File: config.mk
export PLATFORM = sky130hd
export DESIGN_NAME = ncl_free_arbiter_n
export DESIGN_NICKNAME = d
export VERILOG_FILES = /design/src/rtl/ncl_arb_pkg.sv /design/src/rtl/ncl_rr_pick.sv /design/src/rtl/ncl_free_arbiter_n.sv
export SDC_FILE = /design/constraint.sdc
export NUM_CORES = 1
export LEC_CHECK = 0
export ABC_AREA = 1
export CORE_UTILIZATION = 43
export CTS_CLUSTER_DIAMETER = 200
export DETAILED_ROUTE_END_ITERATION = 6
export PLACE_DENSITY_LB_ADDON = 0.12
export SYNTH_ARGS = -nofsm -noshare
export SYNTH_HDL_FRONTEND = slang
export SYNTH_HIERARCHICAL = 1
export SYNTH_SLANG_ARGS = --single-unit
File: constraint.sdc
create_clock -name clk -period 4.26 [get_ports clk]
set_clock_uncertainty 0.15 [all_clocks]
set_input_delay 0.639 -clock clk [delete_from_list [all_inputs] [get_ports clk]]
set_output_delay 0.639 -clock clk [all_outputs]
set_load 0.02 [all_outputs]
File: src/rtl/ncl_arb_pkg.sv
// Shared types and helpers for the N-channel free-running request arbiter.
//   arb_state_e   : arbiter FSM states (IDLE, DATA, NULLW)
//   ARB_RR/FIXED  : MODE parameter encodings
//   onehot_to_idx : index of the set bit in a one-hot vector of up to MAX_N bits
package ncl_arb_pkg;

   typedef enum logic [1:0] {
      ST_IDLE  = 2'd0,
      ST_DATA  = 2'd1,
      ST_NULLW = 2'd2
   } arb_state_e;

   localparam int unsigned ARB_RR    = 0;
   localparam int unsigned ARB_FIXED = 1;

   localparam int unsigned MAX_N = 32;
   localparam int unsigned IDX_W = 5;

   // OR-reduction of indices; exact for one-hot input, zero for all-zero input.
   function automatic logic [IDX_W-1:0] onehot_to_idx(input logic [MAX_N-1:0] oh);
      logic [IDX_W-1:0] idx;
      idx = '0;
      for (int i = 0; i < int'(MAX_N); i++) begin
         if (oh[i]) idx = idx | IDX_W'(i);
      end
      return idx;
   endfunction

endpackage

File: src/rtl/ncl_rr_pick.sv
// Combinational rotating-priority picker.
//   req     : request vector
//   start   : highest-priority index; scan runs upward and wraps N-1 -> 0
//   found_c : at least one request asserted
//   idx_c   : winning index (0 when nothing is found)
module ncl_rr_pick
   import ncl_arb_pkg::*;
#(
   parameter int unsigned N  = 4,
   parameter int unsigned IW = $clog2(N)
) (
   input  logic [N-1:0]  req,
   input  logic [IW-1:0] start,
   output logic          found_c,
   output logic [IW-1:0] idx_c
);

   logic [IW:0]   cand;
   logic [IW-1:0] sel;
   logic          hit;
   logic [N-1:0]  gnt;

   // Scan from the furthest offset down so the nearest asserted request wins last.
   always_comb begin
      hit  = 1'b0;
      sel  = '0;
      cand = '0;
      for (int i = int'(N) - 1; i >= 0; i--) begin
         cand = {1'b0, start} + (IW+1)'(i);
         if (cand >= (IW+1)'(N)) cand = cand - (IW+1)'(N);
         if (req[IW'(cand)]) begin
            hit = 1'b1;
            sel = IW'(cand);
         end
      end
      gnt     = hit ? (N'(1) << sel) : '0;
      found_c = hit;
      idx_c   = IW'(onehot_to_idx(MAX_N'(gnt)));
   end

endmodule

File: src/rtl/ncl_free_arbiter_n.sv
// N-channel arbiter: serialises free-running 4-phase request channels onto one
// one-hot output channel with its own completion handshake.
//   clk, init : clock, synchronous active-high reset
//   req       : per-channel request level (high = DATA, low = NULL)
//   req_comp  : per-channel completion back to the winning producer
//   out       : one-hot grant DATA to the consumer, zero = NULL
//   out_comp  : consumer completion (high = DATA accepted, low = NULL seen)
//   grant_idx : index of current or most recent winner
//   busy      : FSM not in IDLE
//   err       : sticky protocol-error flag
module ncl_free_arbiter_n
   import ncl_arb_pkg::*;
#(
   parameter int unsigned N    = 4,
   parameter int unsigned MODE = 0,
   parameter int unsigned IW   = $clog2(N)
) (
   input  logic          clk,
   input  logic          init,
   input  logic [N-1:0]  req,
   output logic [N-1:0]  req_comp,
   output logic [N-1:0]  out,
   input  logic          out_comp,
   output logic [IW-1:0] grant_idx,
   output logic          busy,
   output logic          err
);

   arb_state_e    state_q, state_d;
   logic [N-1:0]  out_q, out_d;
   logic [N-1:0]  req_comp_q, req_comp_d;
   logic [IW-1:0] grant_idx_q, grant_idx_d;
   logic [IW-1:0] rr_ptr_q, rr_ptr_d;
   logic          busy_q, busy_d;
   logic          err_q, err_d;

   logic [IW-1:0] pick_start;
   logic          pick_found;
   logic [IW-1:0] pick_idx;

   // Fixed priority is the rotating picker pinned to start at channel 0.
   assign pick_start = (MODE == ARB_FIXED) ? '0 : rr_ptr_q;

   ncl_rr_pick #(.N(N), .IW(IW)) u_pick (
      .req     (req),
      .start   (pick_start),
      .found_c (pick_found),
      .idx_c   (pick_idx)
   );

   // Next-state and output logic.
   always_comb begin
      state_d     = state_q;
      out_d       = out_q;
      req_comp_d  = req_comp_q;
      grant_idx_d = grant_idx_q;
      rr_ptr_d    = rr_ptr_q;
      busy_d      = busy_q;
      err_d       = err_q;

      unique case (state_q)
         ST_IDLE: begin
            // Consumer still in DATA: no new grant, flag the protocol violation.
            if (out_comp) begin
               err_d = 1'b1;
            end else if (pick_found) begin
               state_d     = ST_DATA;
               out_d       = N'(1) << pick_idx;
               grant_idx_d = pick_idx;
               busy_d      = 1'b1;
            end
         end
         ST_DATA: begin
            if (!req[grant_idx_q]) err_d = 1'b1;
            if (out_comp) begin
               state_d    = ST_NULLW;
               out_d      = '0;
               req_comp_d = out_q;
            end
         end
         ST_NULLW: begin
            if (!req[grant_idx_q] && !out_comp) begin
               state_d    = ST_IDLE;
               req_comp_d = '0;
               busy_d     = 1'b0;
               if (MODE != ARB_FIXED) begin
                  if (grant_idx_q == IW'(N - 1)) rr_ptr_d = '0;
                  else                           rr_ptr_d = grant_idx_q + IW'(1);
               end
            end
         end
         default: begin
            state_d = ST_IDLE;
         end
      endcase
   end

   // State register with synchronous reset.
   always_ff @(posedge clk) begin
      if (init) begin
         state_q     <= ST_IDLE;
         out_q       <= '0;
         req_comp_q  <= '0;
         grant_idx_q <= '0;
         rr_ptr_q    <= '0;
         busy_q      <= 1'b0;
         err_q       <= 1'b0;
      end else begin
         state_q     <= state_d;
         out_q       <= out_d;
         req_comp_q  <= req_comp_d;
         grant_idx_q <= grant_idx_d;
         rr_ptr_q    <= rr_ptr_d;
         busy_q      <= busy_d;
         err_q       <= err_d;
      end
   end

   assign out       = out_q;
   assign req_comp  = req_comp_q;
   assign grant_idx = grant_idx_q;
   assign busy      = busy_q;
   assign err       = err_q;

endmodule

==> impl_metrics.toml <==
[critical_path]
worst_path_max_delay_cell = "clkdlybuf4s50_1"
worst_ep_arrival_time_ns = 2.23
path_class = "input port to register"
critPathCaptureType = "register"
critical_path_required_ns = 4.29
reg2reg_from = "pick_start[0]$_SDFFE_PP0P_"
rr_worst_depth = 11
r2r-end = "out[0]$_SDFFE_PP0P_"
path_max_fanout = 4
critPathLaunchType = "input port"
max_stage_delay_ns = 0.52
crit_chain = "clkdlybuf4s50_1, inv_1, nand2_1, nand3_1, nand2_1, nand2_1, nand2_1, nand2_1, a21oi_1, inv_1, nand3_1, a21oi_1"
critPathLaunch = "req[3]"
rrSetupSlack_ns = 2.34
crit_top_cell = "nand2_1"

[synth]
synth_top_area_cell = "dfxtp_1"
yosysUniqueCellTypes = 21
synth.most_common_cell = "nand2_1"
ys_seq_area_share_pct = 32.3
avgSynthCellArea_sq_um = 6.53
synth_flop_cell = "dfxtp_1"
synth_edf_count = 0
synth_seq_cells = 16
synth_common_cells = "nand2_1, inv_1, dfxtp_1"
synth_top_area_share_pct = 32.3
synth_cells = 152
synthesis.nets = 160
synth.area.top_cells = "dfxtp_1, nand2_1, inv_1"
netlist_area_sq_um = 992
async_flop_share_pct = 0
synth_warnings = 6

[clock_network]
cts_buffer_depth = 2
cts_setup_buffers = 0
numCtsBuffers = 3
clock_latency_ns = 0.29
clkSlewWorstSetupHoldPaths_ns = 0.10
postCtsHoldBufs = 0
clkSinkCount = 16
root_buffer = "clkbuf_4"
cts_tree = "built"
cts_max_level = 1
cts_resized = 0

[final_layout]
synthToLayoutAreaGrowth_pct = 23.5
layout.nets = 181
fillers = 215
design_area_sq_um = 1220
final_layout_size_suffix_gt1_share_pct = 12.8
n_antenna_cell = 0

[place]
dp_hpwl_mm = 1.65
place_ws_ns = 1.80
placed_area_sq_um = 1190
io_buffers = 18
place_congestion = 0.789

[hold_path]
whs_endpoint = "busy$_SDFFE_PP0P_"
min_from = "busy$_SDFFE_PP0P_"
min_delay_path_depth = 2
min_path_type = "register to register"

[drt]
drtIter0Drc = 15
dr.pass1.iters = 4
wire_per_inst_um = 10.9
drc = 0
drtAntennaViolNets = 0
finalWirelength_mm = 2.18
vias = 984
vias_per_cell = 4.92

[power]
p_seq_share_pct = 44.4
p_leak_nw = 0.576
irDropWorstVdd_uv = 227
netSwitchingPower_uw = 128
p_sw_share_pct = 32.7
comb_power_share_pct = 29.5
p_int_uw = 264
power.density_nw_per_um2 = 320
clock_power_share_pct = 26.1

[sta]
setup_tns_ns = 0
rsz0062_at_grt = "no"
setup_viol = 0
relSlewSlack_pct = 76.8
slew_violations = 0
worst_pin_slew_ns = 0.349
fin_crit_ns = 2.19
worst_slack_ns = 2.07
post-route-period-util_pct = 51.4
hold_slack_ns = 0.309
fmax_ghz = 0.456
hold_violations = 0

[die]
ios = 19
fp.dieH_um = 50.0
core_area_sq_um = 2190
die_w_um = 50.0
fp.dieArea_sq_um = 2500
rows = 17
floorplan.initialDensity_pct = 45.3

[global_route]
grt_usage_pct = 20.2
grt_pass1_vias = 960
grt-ovfl-total = 0
grt_max_degree = 12
antenna_found_initial = 0
grt_pass1_wl_mm = 3.98

[flow_run]
drv_cap = 0

[outcome]
status = "finished, final reports clean"
## worst max-delay path: cells and delay by family
family,cells,cell delay [ns]
compound gates,2,0.38
buf+inv,3,0.67
simple gates,7,0.55
## stage by stage
| step | power, mW | utilization [%] | std cells |
|---|---|---|---|
| final | 0.392 | 55.9 | 200 |
| after global routing | 0.416 | 55.9 | 200 |
| after CTS | 0.395 | 55.9 | 200 |
| after detailed placement | 0.293 | 54.3 | 196 |
| after global placement | 0.291 | 54.3 | 196 |
| after floorplan | 0.251 | - | 152 |
## power by group through the flow
stage	Clock [mW]	Combinational, mW	Sequential [mW]
after global placement	0	0.114	0.177
after floorplan	0	0.0613	0.189
final	0.102	0.116	0.174
after CTS	0.105	0.116	0.174
after detailed placement	0	0.115	0.177
after global routing	0.112	0.129	0.176
## final cells by class
type	count	area, sq um	share of cell area, %
multi-input cells	109	559	45.7
flip-flops and latches	16	320	26.1
repair buffers	18	180	14.7
inverters	25	93.8	7.66
clock buffers	4	36.3	2.96
well taps	28	35.0	2.86
## layout by cell type, fill, tap and decap left out, drive strengths merged, types with 4 or more instances in the layout
master and n:
a21oi 14, clkbuf 4, clkdlybuf4s50 18, dfxtp 16, inv 24, nand2 47
nand3 14, nand3b 4, nor2 17, o21ai 9
## cells by family after synthesis
| logic type | after synthesis | share of synthesized area, % |
|---|---|---|
| AND/OR/NAND/NOR | 85 | 43.5 |
| buffers and inverters | 27 | 11.3 |
| AO/OA/AOI/OAI | 23 | 11.6 |
| flip-flops | 16 | 32.3 |
| adder cells (fa/ha/maj) | 1 | 1.26 |
## registers in the layout, indices dropped and copies added (netlist names)
name	count
err	1
state_q	2
busy	1
req_comp	4
out	4
pick_start	2
grant_idx	2
## metal layers
layer	wire [um]	vias to the layer above	global-route usage, %
li1	-	521	-
met1	1050	445	24.9
met2	1070	16	34.9
met3	51	2	2.16
met4	12	0	8.57
met5	0	-	0
## worst max path at each step
stage	end	slack (ns)	depth (start not counted)
final	out[0]$_SDFFE_PP0P_	2.07	12
after CTS	grant_idx[0]	2.09	1
after detailed placement	out[0]$_SDFFE_PP0P_	1.80	12
after global placement	out[1]$_SDFFE_PP0P_	1.87	12
after global routing	grant_idx[1]$_SDFFE_PP0P_	1.93	11
after floorplan	out[2]$_SDFFE_PP0P_	2.50	9
(Power assumes the default switching activity.)
